`config.mk`:
```
export PLATFORM = sky130hd
export DESIGN_NAME = awg_status_tx_flat
export DESIGN_NICKNAME = d
export VERILOG_FILES = /design/src/rtl/awg_status_tx_if.sv /design/src/rtl/awg_status_tx.sv /design/src/flat_wrapper.sv
export SDC_FILE = /design/constraint.sdc
export NUM_CORES = 1
export LEC_CHECK = 0
export CORE_MARGIN = 5
export CORE_UTILIZATION = 65
export DETAILED_ROUTE_END_ITERATION = 16
export PLACE_DENSITY = 0.85
export SLEW_MARGIN = 20
export SYNTH_ARGS = -nofsm -noshare
export SYNTH_HDL_FRONTEND = slang
export SYNTH_SLANG_ARGS = --single-unit
```
`constraint.sdc`:
```
create_clock -name clk100 -period 7.38 [get_ports clk100]
set_clock_uncertainty 0.1 [all_clocks]
set_input_delay 1.845 -clock clk100 [delete_from_list [all_inputs] [get_ports clk100]]
set_output_delay 1.845 -clock clk100 [all_outputs]
set_load 0.005 [all_outputs]
```
`src/rtl/awg_status_tx_if.sv`:
```
// awg_status_tx_if
//  Byte-wide AXI-stream carrying status frames from awg_status_tx to the FTDI
//  bridge transmit path.
//  Signals:
//   tx_tvalid  frame byte valid (source)
//   tx_tready  bridge ready (sink)
//   tx_tdata   frame byte (source)
//   tx_tkeep   byte qualifier, equal to tx_tvalid (source)
//   tx_tlast   marks the final byte of a frame (source)
//  Handshake: a byte moves on every rising clock edge where tx_tvalid and
//  tx_tready are both high. Once tx_tvalid is raised, the source holds it and
//  keeps tx_tdata/tx_tkeep/tx_tlast unchanged until that edge. It never waits
//  for tx_tready before raising tx_tvalid. The sink may toggle tx_tready freely.
interface awg_status_tx_if;
  logic       tx_tvalid;
  logic       tx_tready;
  logic [7:0] tx_tdata;
  logic       tx_tkeep;
  logic       tx_tlast;

  modport master (
    output tx_tvalid,
    output tx_tdata,
    output tx_tkeep,
    output tx_tlast,
    input  tx_tready
  );

  modport slave (
    input  tx_tvalid,
    input  tx_tdata,
    input  tx_tkeep,
    input  tx_tlast,
    output tx_tready
  );
endinterface

```
`src/rtl/awg_status_tx.sv`:
```
// awg_status_tx
//  Telemetry framer for the FT232H transmit path. It sends a fixed 14-byte
//  status frame on a host request, on a periodic timer, or on both:
//   0 SYNC_BYTE, 1 seq, 2 flags {4'b0, awg_valid, pll_locked, err_latched},
//   3-6 trig_cnt, 7-8 fifo_level, 9-12 samp_cnt (little-endian), 13 checksum.
//  The checksum makes the 14 bytes sum to 8'h00.
//  Ports:
//   clk100, rstn_async    clock and asynchronous active-low reset
//   report_req            single-cycle frame request
//   trigger, awg_valid    sources of the trigger-edge and sample counters
//   err_latched,
//   pll_locked,
//   fifo_level            status fields captured when a frame starts
//   tx                    byte stream towards the bridge (master side)
//   busy                  a frame is in flight or a request is pending
//   req_dropped           one-cycle pulse when a request is discarded
module awg_status_tx #(
  parameter int unsigned STATUS_PERIOD = 0,
  parameter logic [7:0]  SYNC_BYTE     = 8'hA5
) (
  input  logic            clk100,
  input  logic            rstn_async,
  input  logic            report_req,
  input  logic            trigger,
  input  logic            awg_valid,
  input  logic            err_latched,
  input  logic [1:0]      pll_locked,
  input  logic [15:0]     fifo_level,
  awg_status_tx_if.master tx,
  output logic            busy,
  output logic            req_dropped
);

  typedef enum logic {ST_IDLE = 1'b0, ST_SEND = 1'b1} state_e;

  localparam bit          TIMER_EN   = (STATUS_PERIOD != 0);
  localparam logic [31:0] TIMER_LAST = TIMER_EN ? 32'(STATUS_PERIOD - 1) : 32'd0;
  localparam logic [3:0]  LAST_IDX   = 4'd13;

  state_e      state_q, state_d;
  logic        pending_q, pending_d;
  logic        req_dropped_q, req_dropped_d;
  logic [3:0]  idx_q, idx_d;
  logic [7:0]  sum_q, sum_d;
  logic [7:0]  seq_q, seq_d;
  logic        trig_prev_q, trig_prev_d;
  logic [31:0] trig_cnt_q, trig_cnt_d;
  logic [31:0] samp_cnt_q, samp_cnt_d;
  logic [31:0] timer_q, timer_d;
  logic [7:0]  snap_flags_q, snap_flags_d;
  logic [31:0] snap_trig_q, snap_trig_d;
  logic [15:0] snap_level_q, snap_level_d;
  logic [31:0] snap_samp_q, snap_samp_d;

  logic       timer_req;
  logic       req_any;
  logic       start;
  logic       accept;
  logic       sending;
  logic [7:0] frame_byte;

  // State register
  always_ff @(posedge clk100 or negedge rstn_async) begin
    if (!rstn_async) state_q <= ST_IDLE;
    else             state_q <= state_d;
  end

  // Next-state logic
  always_comb begin
    state_d = state_q;
    case (state_q)
      ST_IDLE: if (pending_q) state_d = ST_SEND;
      ST_SEND: if (tx.tx_tready && (idx_q == LAST_IDX)) state_d = ST_IDLE;
      default: state_d = ST_IDLE;
    endcase
  end

  // Output logic: byte selection from the snapshot taken at frame start
  always_comb begin
    sending = (state_q == ST_SEND);
    case (idx_q)
      4'd0:    frame_byte = SYNC_BYTE;
      4'd1:    frame_byte = seq_q;
      4'd2:    frame_byte = snap_flags_q;
      4'd3:    frame_byte = snap_trig_q[7:0];
      4'd4:    frame_byte = snap_trig_q[15:8];
      4'd5:    frame_byte = snap_trig_q[23:16];
      4'd6:    frame_byte = snap_trig_q[31:24];
      4'd7:    frame_byte = snap_level_q[7:0];
      4'd8:    frame_byte = snap_level_q[15:8];
      4'd9:    frame_byte = snap_samp_q[7:0];
      4'd10:   frame_byte = snap_samp_q[15:8];
      4'd11:   frame_byte = snap_samp_q[23:16];
      4'd12:   frame_byte = snap_samp_q[31:24];
      // sum_q holds bytes 0..12 by the time byte 13 is presented
      4'd13:   frame_byte = 8'd0 - sum_q;
      default: frame_byte = 8'd0;
    endcase
    tx.tx_tvalid = sending;
    tx.tx_tkeep  = sending;
    tx.tx_tdata  = sending ? frame_byte : 8'd0;
    tx.tx_tlast  = sending && (idx_q == LAST_IDX);
    busy         = sending | pending_q;
    req_dropped  = req_dropped_q;
  end

  // Datapath: counters, timer, request capture, frame progress
  always_comb begin
    trig_prev_d = trigger;
    trig_cnt_d  = trig_cnt_q + ((trigger && !trig_prev_q) ? 32'd1 : 32'd0);
    samp_cnt_d  = samp_cnt_q + (awg_valid ? 32'd1 : 32'd0);

    timer_d   = 32'd0;
    timer_req = 1'b0;
    if (TIMER_EN) begin
      if (timer_q == TIMER_LAST) timer_req = 1'b1;
      else                       timer_d   = timer_q + 32'd1;
    end

    // Manual and timer requests in one cycle merge into a single request
    req_any = report_req | timer_req;
    start   = (state_q == ST_IDLE) && pending_q;
    accept  = (state_q == ST_SEND) && tx.tx_tready;

    // Only one request can be queued; pending_q is judged before this
    // cycle's start clears it, so a request on the start cycle is dropped.
    pending_d     = pending_q;
    req_dropped_d = 1'b0;
    if (start) pending_d = 1'b0;
    if (req_any) begin
      if (pending_q) req_dropped_d = 1'b1;
      else           pending_d     = 1'b1;
    end

    idx_d        = idx_q;
    sum_d        = sum_q;
    seq_d        = seq_q;
    snap_flags_d = snap_flags_q;
    snap_trig_d  = snap_trig_q;
    snap_level_d = snap_level_q;
    snap_samp_d  = snap_samp_q;
    if (start) begin
      idx_d        = 4'd0;
      sum_d        = 8'd0;
      snap_flags_d = {4'b0000, awg_valid, pll_locked, err_latched};
      snap_trig_d  = trig_cnt_q;
      snap_level_d = fifo_level;
      snap_samp_d  = samp_cnt_q;
    end else if (accept) begin
      sum_d = sum_q + frame_byte;
      if (idx_q == LAST_IDX) begin
        idx_d = 4'd0;
        seq_d = seq_q + 8'd1;
      end else begin
        idx_d = idx_q + 4'd1;
      end
    end
  end

  always_ff @(posedge clk100 or negedge rstn_async) begin
    if (!rstn_async) begin
      pending_q     <= 1'b0;
      req_dropped_q <= 1'b0;
      idx_q         <= 4'd0;
      sum_q         <= 8'd0;
      seq_q         <= 8'd0;
      trig_prev_q   <= 1'b0;
      trig_cnt_q    <= 32'd0;
      samp_cnt_q    <= 32'd0;
      timer_q       <= 32'd0;
      snap_flags_q  <= 8'd0;
      snap_trig_q   <= 32'd0;
      snap_level_q  <= 16'd0;
      snap_samp_q   <= 32'd0;
    end else begin
      pending_q     <= pending_d;
      req_dropped_q <= req_dropped_d;
      idx_q         <= idx_d;
      sum_q         <= sum_d;
      seq_q         <= seq_d;
      trig_prev_q   <= trig_prev_d;
      trig_cnt_q    <= trig_cnt_d;
      samp_cnt_q    <= samp_cnt_d;
      timer_q       <= timer_d;
      snap_flags_q  <= snap_flags_d;
      snap_trig_q   <= snap_trig_d;
      snap_level_q  <= snap_level_d;
      snap_samp_q   <= snap_samp_d;
    end
  end

endmodule

```
`src/flat_wrapper.sv`:
```
// flat-port wrapper written by rule: the top's interface ports become plain ports
module awg_status_tx_flat 
#(
  parameter int unsigned STATUS_PERIOD = 0,
  parameter logic [7:0]  SYNC_BYTE     = 8'hA5
)
  (clk100, rstn_async, report_req, trigger, awg_valid, err_latched, pll_locked, fifo_level, busy, req_dropped, tx_tx_tvalid, tx_tx_tdata, tx_tx_tkeep, tx_tx_tlast, tx_tx_tready);
  awg_status_tx_if tx_i ();
  input  logic clk100;
  input  logic rstn_async;
  input  logic report_req;
  input  logic trigger;
  input  logic awg_valid;
  input  logic err_latched;
  input  logic [1:0] pll_locked;
  input  logic [15:0] fifo_level;
  output logic busy;
  output logic req_dropped;
  output wire logic [$bits(tx_i.tx_tvalid)-1:0] tx_tx_tvalid;
  output wire logic [$bits(tx_i.tx_tdata)-1:0] tx_tx_tdata;
  output wire logic [$bits(tx_i.tx_tkeep)-1:0] tx_tx_tkeep;
  output wire logic [$bits(tx_i.tx_tlast)-1:0] tx_tx_tlast;
  input wire logic [$bits(tx_i.tx_tready)-1:0] tx_tx_tready;
  assign tx_tx_tvalid = tx_i.tx_tvalid;
  assign tx_tx_tdata = tx_i.tx_tdata;
  assign tx_tx_tkeep = tx_i.tx_tkeep;
  assign tx_tx_tlast = tx_i.tx_tlast;
  assign tx_i.tx_tready = tx_tx_tready;
  awg_status_tx #(.STATUS_PERIOD(STATUS_PERIOD), .SYNC_BYTE(SYNC_BYTE)) u_core (.clk100(clk100), .rstn_async(rstn_async), .report_req(report_req), .trigger(trigger), .awg_valid(awg_valid), .err_latched(err_latched), .pll_locked(pll_locked), .fifo_level(fifo_level), .tx(tx_i), .busy(busy), .req_dropped(req_dropped));
endmodule
```
# Word level (Yosys, flattened, before mapping)

Index checks and enable logic that the tools add are counted.

Register bits: 172
Bits of input ports: 25
Logic and storage cells: 60

Add/sub/neg operators: 6
Equality and inequality tests: 13
Multiplexer cells: 16
Bitwise logic cells: 3
Reduce and logical (&&, ||, !) cells: 9

Operators by type and width:

| operator              | number |
|---|---|
| $pmux W8 S14          | 1 |
| $add A32 B32 Y32      | 2 |
| $eq A4 B4 Y1 const B  | 6 |
| $mux W8               | 3 |
| $eq A4 B3 Y1 const B  | 4 |
| $mux W4               | 3 |
| $add A8 B1 Y8 const B | 1 |
| $add A8 B8 Y8         | 1 |
| $eq A4 B2 Y1 const B  | 2 |
| $mux W1               | 8 |
| $sub A1 B8 Y8 const A | 1 |
| $logic_and A1 B1 Y1   | 5 |
| $add A4 B1 Y4 const B | 1 |
| $eq A4 B1 Y1 const B  | 1 |
| $logic_not A4 Y1      | 1 |
| $reduce_and A3 Y1     | 1 |
| $not A1 Y1            | 2 |
| $pmux W1 S2           | 1 |
| $reduce_bool A2 Y1    | 1 |
| $logic_not A1 Y1      | 1 |
| $or A1 B1 Y1          | 1 |

# Longest topological paths before layout

Gate-level depths: netlist (run 1).

Depth in word-level cells: 5
Mapped depth: 18
Depth with buffers taken out: 16

# Worst setup path before layout (run 1)

No wires, ideal clock.

Path kind: reg2out
Start point: register u_core.idx_q[0]
End point: output port tx_tx_tdata[3]
Arrival time: 1.855 ns
Setup slack: 3.580 ns
Stages on the path, launching flop included: 7
Buffers on the path: 2
Cells stage by stage: dfrtp_1 -> buf_2 -> buf_1 -> mux4_2 -> a21oi_1 -> o211ai_1 -> and2_1

Longest elaborated chain between the ends: 3
Elaborated cells between the ends (all ways): 16
Classes of those cells: 13 x eq/ne; 2 x mux; 1 x reduce/logical

Ends and longest elaborated chain:

| item                                 | RTL line             | text |
|---|---|---|
| start, declared                      | awg_status_tx.sv:43  | `logic [3:0] idx_q, idx_d;` |
| start signal, assigned               | awg_status_tx.sv:178 | `idx_q <= idx_d;` |
| $eq A4 B4 Y1 (tied with other cells) | awg_status_tx.sv:81  | `case (idx_q)` |
| $pmux W8 S14 *                       | awg_status_tx.sv:81  |  |
| $mux W8 *                            | awg_status_tx.sv:101 | `tx.tx_tdata = sending ? frame_byte : 8'd0;` |
| end, declared                        | flat_wrapper.sv:20   | `output wire logic [$bits(tx_i.tx_tdata)-1:0] tx_tx_tdata;` |

Mark *: on every way between the ends. The rest lies on a longest branch, timed or not.

# Final worst setup path (run 1)

Start point: register u_core.idx_q[3]
End point: output port tx_tx_tdata[0]

Same word-level chain as after synthesis.

==> metrics.cfg, run 1 <==
[yosys]
ys_seq_elements = 172
yosysTopAreaCellShare_pct = 52.53
synth_edf_count = 0
yosysTopAreaCell = dfrtp_1
avgSynthCellArea_um2 = 11.49
synth_area_um2 = 8194
synth_cell_types = 63
synthAdderAreaFrac_pct = 2.229
synth_cells = 713
synthFlopType = dfrtp_1
ys_seq_area_share_pct = 52.53
synth_top_family_by_area = simple AND/OR/NAND/NOR gates
synth_compound_area_share_pct = 7.452
synth_area_leaders = dfrtp_1 (53%), mux2_2 (12%), xnor2_1 (5.7%)
ys_warn_count = 0
synthTopCellsByCount = dfrtp_1 (172), mux2_2 (85), nand2_1 (54), xnor2_1 (53), nor2_1 (39)
synth-simple-area-share_pct = 13.62
synth-xor-area-share_pct = 8.429
async_reset_ff_share_pct = 100.0
synth_mux_area_share_pct = 13.38
synth.most_common_cell = dfrtp_1
syn_nets = 752

[global_route]
antenna_found_initial = 0
grt_max_degree = 111
grt_overflow = 0
grt_pass1_vias = 5899
grtUsageTotal_pct = 28.05
grt_pass1_wl_mm = 31.66

[worst_setup_path]
crit_slowest_cell = dfrtp_1
cp.required_ns = 5.43
critPathMaxFanout = 33
worst_ep_arrival_time_ns = 3.52
rr_startpoint = u_core.idx_q[3]
cp-startpoint = u_core.idx_q[3]
regToRegSetupSlack_ns = 3.18
ff2ff_path_depth = 15
critical_path.endpoint = tx_tx_tdata[0]
crit_chain = mux2_2 > a22oi_1 > a211oi_1 > a2111oi_0 > o21ai_1 > and2_1 > clkdlybuf4s50_1
worst_r2r_endpoint = u_core.sum_q[6]
critPathMaxStageDelay_ns = 0.99
path_class = reg -> out
start_kind = flip-flop
crit_path_end_kind = output pin

[min_path]
hold_class = reg -> reg

[pwr]
power.switching_mw = 0.7494
p_int_mw = 1.782
power.density_nw_per_um2 = 272.3
ir_drop_mv = 0.2258
clockPowerShare_pct = 35.8
p_seq_share_pct = 45.4
p_leak_nw = 4.274
p_sw_share_pct = 29.61
power_frac_comb_pct = 18.7

[floorplan]
ioPinCount = 38
die_w_um = 122.3
rows = 41
dieArea_um2 = 14950
die_y_um = 122.3
core_area_um2 = 12470
start_util_pct = 65.73

[clock_network]
cts_buffer_depth = 2
cts_resized = 0
post_cts_buffers = 0
clkLatencyLatePin_ns = 0.43
cts_buffers = 17
cts_hold_buf = 0
cts_max_level = 4
cts.sink_count = 172
clock_tree.root_cell = clkbuf_16
clkTransAtPathRegs_ns = 0.06
cts_tree = yes

[sta]
drv_slew = 0
tightest_slew_ns = 1.102
max_freq_mhz = 183.1
hold_ws_ns = 0.3800
layout_setup_ws_ns = 1.920
post-route-period-util_pct = 73.98
rsz0062_at_grt = false
min_period_ns = 5.460
hold_violations = 0
setup_viol = 0
relSlewSlack_pct = 26.53
tns_ns = 0

[drt]
wl_mm = 19.60
initialDrtViolationCount = 640
via_count = 5700
via_per_inst = 6.142
drc = 0
ant_nets = 0
post_drt_wl_per_cell_um = 21.12
firstDrtPassIters = 5

[placement]
portBuffers = 37
dp_hpwl_mm = 13.77
routabilityCongestion = 0.9514
placed_cell_area_um2 = 8677
post-place-ws_ns = 2.410

[layout]
multi_input_area_um2 = 3704
final_util_pct = 74.57
area_growth_pct = 13.44
seqCellArea_um2 = 4304
drive_gt1_share_pct = 17.20
fillers = 849
nets = 784
antenna_cells = 0
finish.instance_area_um2 = 9295

[run_status]
status = finished, final reports clean

[run]
maxCapViolCount = 0

## logic make-up after synthesis
group | Yosys count
adders and majority gates | 14
AOI/OAI and AO/OA | 91
and+or+nand+nor | 217
buffers and inverters | 44
DFF | 172
xor gates and xnor gates | 78
muxes | 97
## registers in the layout, summed over array words and instances, names as in the netlist
register             flops
u_core.trig_prev_q       1
u_core.snap_level_q     16
u_core.trig_cnt_q       32
u_core.pending_q         1
u_core.idx_q             4
u_core.samp_cnt_q       32
u_core.snap_trig_q      32
u_core.snap_flags_q      4
u_core.seq_q             8
u_core.req_dropped       1
u_core.sum_q             8
u_core.snap_samp_q      32
u_core.tx.tx_tkeep       1
## worst min path at each step
stage,start,to,cells after the start
after floorplan,u_core.trig_cnt_q[31],u_core.trig_cnt_q[31],1
after global placement,u_core.trig_cnt_q[31],u_core.trig_cnt_q[31],1
after detailed placement,u_core.seq_q[7],u_core.seq_q[7],1
after CTS,u_core.seq_q[7],u_core.seq_q[7],1
after global routing,u_core.trig_cnt_q[31],u_core.trig_cnt_q[31],1
final,u_core.seq_q[7],u_core.seq_q[7],1
## metrics by stage
step	total power [mW]	cells
finish	2.531	928
global route	2.647	928
CTS	2.535	927
global placement	1.599	897
detailed placement	1.625	897
floorplan	1.455	713
## critical path, delay by kind of cell, from the launching register on
family	cells	cell delay, ns
and+or+nand+nor	1	0.21
muxes	1	0.43
buffers and inverters	1	0.44
AOI/OAI and AO/OA	4	1.00
DFF	1	0.99
## power groups by stage
stage,clock network (mW),registers (mW),logic (mW)
floorplan,0,1.10,0.351
global placement,0,1.16,0.443
detailed placement,0,1.16,0.463
CTS,0.918,1.15,0.471
global route,0.964,1.16,0.521
finish,0.907,1.15,0.475
## area by class of cell
type | instances | area share, %
Sequential cell | 172 | 46.31
Multi-Input combinational cell | 497 | 39.84
Clock buffer | 18 | 4.617
Timing Repair Buffer | 41 | 4.536
Tap cell | 172 | 2.315
Clock inverter | 12 | 1.736
Inverter | 16 | 0.6461
## cells in the final DEF, fill, tap and decap left out, types with 4 or more instances in the layout
cell type | synthesis | final
clkbuf_16 | 0 | 17
and3_1 | 17 | 17
nor2b_1 | 10 | 10
o21ai_0 | 19 | 19
xor2_1 | 24 | 24
a22o_1 | 6 | 6
inv_1 | 15 | 15
and2_1 | 18 | 18
ha_1 | 13 | 13
a21o_1 | 5 | 5
a21oi_1 | 19 | 19
dfrtp_1 | 172 | 172
inv_6 | 0 | 4
mux2_2 | 85 | 85
nor3_1 | 8 | 8
a31oi_1 | 4 | 4
nand4_1 | 14 | 14
nand3_1 | 37 | 37
nand2b_1 | 5 | 4
a22oi_1 | 9 | 9
nor2_1 | 39 | 39
xnor2_1 | 53 | 53
nand2_1 | 54 | 54
mux2i_1 | 9 | 9
clkdlybuf4s50_1 | 0 | 36
## routing by layer
layer	wire (um)	track usage, %	part of all wire [%]	vias up
met5	0	0	0	-
met4	446	8.817	2.3	0
met3	1016	6.221	5.2	31
met2	9727	46.62	50	192
met1	8406	37.07	43	2898
li1	-	-	-	2579
Power figures use the tool's default switching activity.
==> inputs of run 2 (changes only) <==
- CORE_UTILIZATION: 65 -> 55
- PLACE_DENSITY: 0.85 -> 0.77
- clock period: 7.38 -> 5 ns (I/O delays scaled with it)
==> run 2 against run 1 <==
  * Combinational power is 48% higher
  * Routed wire length is 2.2% higher
  * Critical path depth stayed put
  * Die area is 17% higher
  * Final cell count is 1.9% higher
  * Design area is 0.83% higher
  * Core utilization is 10 points lower
  * Register-to-register slack worse by 2.3 ns
  * Non-clock buffer count is 5 higher
  * Via count is 0.77% lower
  * Flip-flop and latch count stayed put
  * First-iteration DRC count is 40% lower
  * Critical endpoint is now tx_tx_tdata[2]
  * Largest cell class unchanged
==> metrics.cfg, run 2 (same netlist as run 1, synthesis figures left out) <==
[sta]
setup_viol = 0
post-route-period-util_pct = 94.82
max_freq_mhz = 210.9
rsz0062_at_grt = false
drv_slew = 0
min_period_ns = 4.741
tns_ns = 0
hold_violations = 0
relSlewSlack_pct = 33.60
tightest_slew_ns = 0.9961

[floorplan]
start_util_pct = 56.17
die_y_um = 132.1
die_w_um = 132.1
dieArea_um2 = 17440
rows = 44
ioPinCount = 38
core_area_um2 = 14590

[clock_network]
cts_max_level = 4
post_cts_buffers = 0
cts_hold_buf = 0
cts_buffer_depth = 2
cts_resized = 0
clkLatencyLatePin_ns = 0.43
cts_buffers = 17
cts_tree = yes
clkTransAtPathRegs_ns = 0.07
clock_tree.root_cell = clkbuf_16
cts.sink_count = 172

[drt]
via_per_inst = 5.979
firstDrtPassIters = 5
ant_nets = 0
via_count = 5656
drc = 0
post_drt_wl_per_cell_um = 21.18
wl_mm = 20.03
initialDrtViolationCount = 382

[layout]
antenna_cells = 0
area_growth_pct = 14.38
drive_gt1_share_pct = 17.85
final_cell_mix = dfrtp_1 (172), mux2_2 (85), nand2_1 (54)
final_common_cell = dfrtp_1
fillers = 1113
nets = 789

[pwr]
ir_drop_mv = 0.2979
p_leak_nw = 4.303
p_total_mw = 3.771
power.density_nw_per_um2 = 402.3

[run]
maxCapViolCount = 0

[global_route]
grtUsageTotal_pct = 23.87
grt_pass1_wl_mm = 32.80
grt_overflow = 0
grt_pass1_vias = 5880
grt_max_degree = 117
antenna_found_initial = 1

[placement]
dp_hpwl_mm = 14.40
routabilityCongestion = 0.9747
portBuffers = 37

[worst_setup_path]
cpLargestDelayFamily = simple AND/OR/NAND/NOR gates
crit_slowest_cell = dfrtp_1
ff2ff_path_depth = 13
path_class = reg -> out
path_common_cell = nor2b_1
critPathMaxFanout = 27
cp_num_buf_inv = 1
rr_startpoint = u_core.idx_q[0]
worst_r2r_endpoint = u_core.sum_q[7]
crit_path_end_kind = output pin
worst_ep_arrival_time_ns = 3.39
start_kind = flip-flop
regToRegSetupSlack_ns = 0.88
cp.required_ns = 3.65
critPathMaxStageDelay_ns = 1.00
crit_cells = 7
cp-startpoint = u_core.idx_q[0]
crit_chain = nor2b_1 > nor2b_1 > a22oi_1 > a21oi_1 > or4_1 > and2_1 > clkdlybuf4s50_1

[min_path]
hold_class = reg -> reg
holdPathEnd = u_core.trig_cnt_q[31]
holdPathStages = 1
hp-start = u_core.trig_cnt_q[31]

[run_status]
status = finished, final reports clean

run 2: cell count changes in the layout (fill, tap and decap cells not counted), sizes merged:
cell      previous run  this run
inv                 21        20
clkbuf              18        19
buf                  5         9
clkinvlp             2         3
clkinv               2         3
run 2: metal layers:
metal | share of wire, % | vias up | GRT usage (%)
li1 | - | 2604 | -
met1 | 43 | 2854 | 32.72
met2 | 49 | 168 | 38.04
met3 | 6.3 | 28 | 5.954
met4 | 1.8 | 2 | 6.800
met5 | 0.070 | - | 0
run 2: stage by stage:
step | hold WS, ns | setup WS (ns) | instance area [um2] | util [%] | cells
2_1_floorplan | 0.3378 | 1.695 | 8194 | - | 713
3_3_place_gp | 0.3567 | 0.7930 | 8730 | 59.84 | 914
3_5_place_dp | 0.3713 | 0.7389 | 8730 | 59.84 | 914
4_1_cts | 0.3824 | 0.2740 | 9343 | 64.04 | 945
5_1_grt | 0.4049 | 0.1031 | 9373 | 64.25 | 946
6_report | 0.3786 | 0.2588 | 9373 | 64.25 | 946
run 2: worst max path at each step:
stage | slack (ns) | end
detailed placement | 0.74 | tx_tx_tdata[2]
floorplan | 1.69 | u_core.sum_q[7]
global route | 0.10 | tx_tx_tdata[7]
global placement | 0.79 | tx_tx_tdata[2]
finish | 0.26 | tx_tx_tdata[2]
CTS | 0.27 | tx_tx_tdata[2]
run 2: power by group:
part	leakage, nW	switching, mW	total [mW]	internal [mW]
sequential	2.28	0.196	1.70	1.51
combinational	1.73	0.364	0.705	0.341
clock	0.288	0.566	1.36	0.796
run 2: cell type report:
| type | instances | area, um2 | area share (%) |
|---|---|---|---|
| Timing Repair Buffer | 46 | 461.7 | 4.926 |
| Tap cell | 184 | 230.2 | 2.456 |
| Inverter | 16 | 60.06 | 0.6408 |
| Clock buffer | 18 | 429.2 | 4.579 |
| Clock inverter | 13 | 183.9 | 1.962 |
| Multi-Input combinational cell | 497 | 3704 | 39.51 |
| Sequential cell | 172 | 4304 | 45.92 |
==> edit, RTL diff (settings of run 2) <==
Remove the case item `4'd13` of the case on `idx_q`.
--- a/src/rtl/awg_status_tx.sv
+++ b/src/rtl/awg_status_tx.sv
@@ -93,7 +93,6 @@
       4'd11:   frame_byte = snap_samp_q[23:16];
       4'd12:   frame_byte = snap_samp_q[31:24];
       // sum_q holds bytes 0..12 by the time byte 13 is presented
-      4'd13:   frame_byte = 8'd0 - sum_q;
       default: frame_byte = 8'd0;
     endcase
     tx.tx_tvalid = sending;
Function: no difference found for any inputs over 10 cycles, from zero or initial values and one cycle with rstn_async low; that may be too few to reach the edited logic, so the function may still have changed.
==> edit against run 2 <==
- worst setup slack gained 0.30 ns
- non-clock buffer count shrank 3
- sequential power shrank 9%
- largest power group unchanged
- die area shrank 7.3%
- hold slack gained 0.0012 ns
- power shrank 15%
- wire length shrank 14%
- sequential cell count shrank 8
- area after synthesis shrank 7.9%
- sequential share of layout area grew 1.6 points
- cell area shrank 7.8%
- final cell count shrank 9.3%
==> edit: results (changes against run 2) <==
status finished, final reports clean (unchanged); register area share after synthesis 54.4% (was 52.5%); first-pass GRT wire length 28.0 mm (was 32.8 mm); slew of the pin with the lowest slew margin 0.891 ns (was 0.996 ns); Sw Share 27.2% (was 29.9%); Hold Path Sink u_core.samp_cnt_q[31] (was u_core.trig_cnt_q[31]); Leak 3.88 nW (was 4.30 nW); Routed WL per cell 20.0 um (was 21.2 um); critical path fanouts, max 23 (was 27); DR pass1 iterations 5 (unchanged); routability congestion estimate 0.883 (was 0.975); CP Launch Point u_core.idx_q[2] (was u_core.idx_q[0]); vias in the first global route 5253 (was 5880); mux contribution to synthesized area 14.9% (was 13.4%); Int Pwr 2.32 mW (was 2.64 mW); post-detail-place hpwl 11.9 mm (was 14.4 mm); Compound-Gate Fraction of Synth Area 6.33% (was 7.45%); synth top area cells dfrtp_1, mux2_2, xnor2_1 (unchanged); largest family of logic cells by synthesized area multiplexers (was simple AND/OR/NAND/NOR gates); r2r setup slk 2.53 ns (was 0.88 ns); placed cell count 826 (was 914); synthesized netlist net count 667 (was 752); fraction of layout cells with a size suffix above 1 19.9% (was 17.8%); commonest cells in the netlist dfrtp_1, mux2_2, xnor2_1 (was dfrtp_1, mux2_2, nand2_1); Yosys cell types 47 (was 63); GRT Total Usage 22.4% (was 23.9%); Avg Inst Size Synth 11.9 um2 (was 11.5 um2); Critical Path AT 3.09 ns (was 3.39 ns); Adder-Cell Fraction of Synth Area 0.829% (was 2.23%); Routed WL 17.2 mm (was 20.0 mm); nets 700 (was 789); worst reg2reg path depth 5 (was 13); Iter 0 DRT Violations 396 (was 382); Min-Delay Startpoint u_core.samp_cnt_q[31] (was u_core.trig_cnt_q[31]); antenna violations before repair 0 (was 1); largest net degree at the start of global routing 97 (was 117); Synth Warn # 0 (unchanged); Filler Cells Inserted 1068 (was 1113); Vias/cell 5.95 (was 5.98)
edit: cell families (layout without fill, tap and decap cells):
kind of cell / after synthesis / in the layout
buffers and inverters: 39 / 84
adder cells (fa/ha/maj): 5 / 5
flip-flops: 164 / 164
multiplexers: 101 / 101
AO/OA/AOI/OAI: 76 / 76
AND/OR/NAND/NOR: 185 / 185
XOR/XNOR: 67 / 67
edit: worst max-delay path: stages (launching register included):
cell and delay, ns:
dfrtp_1 0.87, buf_4 0.37, mux2_2 0.39, a32oi_1 0.24
nor2_1 0.07, a21oi_1 0.12, a31oi_1 0.12, clkdlybuf4s50_1 0.49
edit: layout make-up:
cell class	count	area share (%)
inverters	10	0.434
clock inverters	9	0.926
multi-input cells	434	37.9
well taps	176	2.55
clock buffers	22	5.49
repair buffers	43	5.20
flip-flops and latches	164	47.5
edit: how the worst max path moves through the flow:
stage | to | slack (ns)
2_1_floorplan | tx_tx_tdata[4] | 2.23
3_3_place_gp | tx_tx_tdata[2] | 1.03
3_5_place_dp | tx_tx_tdata[4] | 1.01
4_1_cts | tx_tx_tdata[4] | 0.54
5_1_grt | tx_tx_tdata[6] | 0.34
6_report | tx_tx_tdata[4] | 0.56
edit: power by group through the flow:
stage               Clock, mW  Combinational, mW  Sequential (mW)
detailed placement          0              0.417             1.57
global route             1.31              0.463             1.56
finish                   1.23              0.420             1.55
global placement            0              0.409             1.56
floorplan                   0              0.287             1.49
CTS                      1.25              0.422             1.54
edit: per-stage QoR:
stage	hold slack [ns]	setup slack, ns	power (mW)	utilization (%)	instance area, um2
3_3_place_gp	0.362	1.03	1.97	60.4	8060
4_1_cts	0.380	0.540	3.22	64.5	8620
3_5_place_dp	0.369	1.01	1.98	60.4	8060
2_1_floorplan	0.342	2.23	1.78	-	7550
6_report	0.380	0.556	3.19	64.8	8640
5_1_grt	0.398	0.344	3.33	64.8	8640
edit: metal layers:
metal	vias to the layer above	track usage (%)	routed length, um
met3	27	5.38	772
met1	2620	30.1	7640
li1	2326	-	-
met4	0	8.08	378
met5	-	0	0
met2	133	35.7	8370
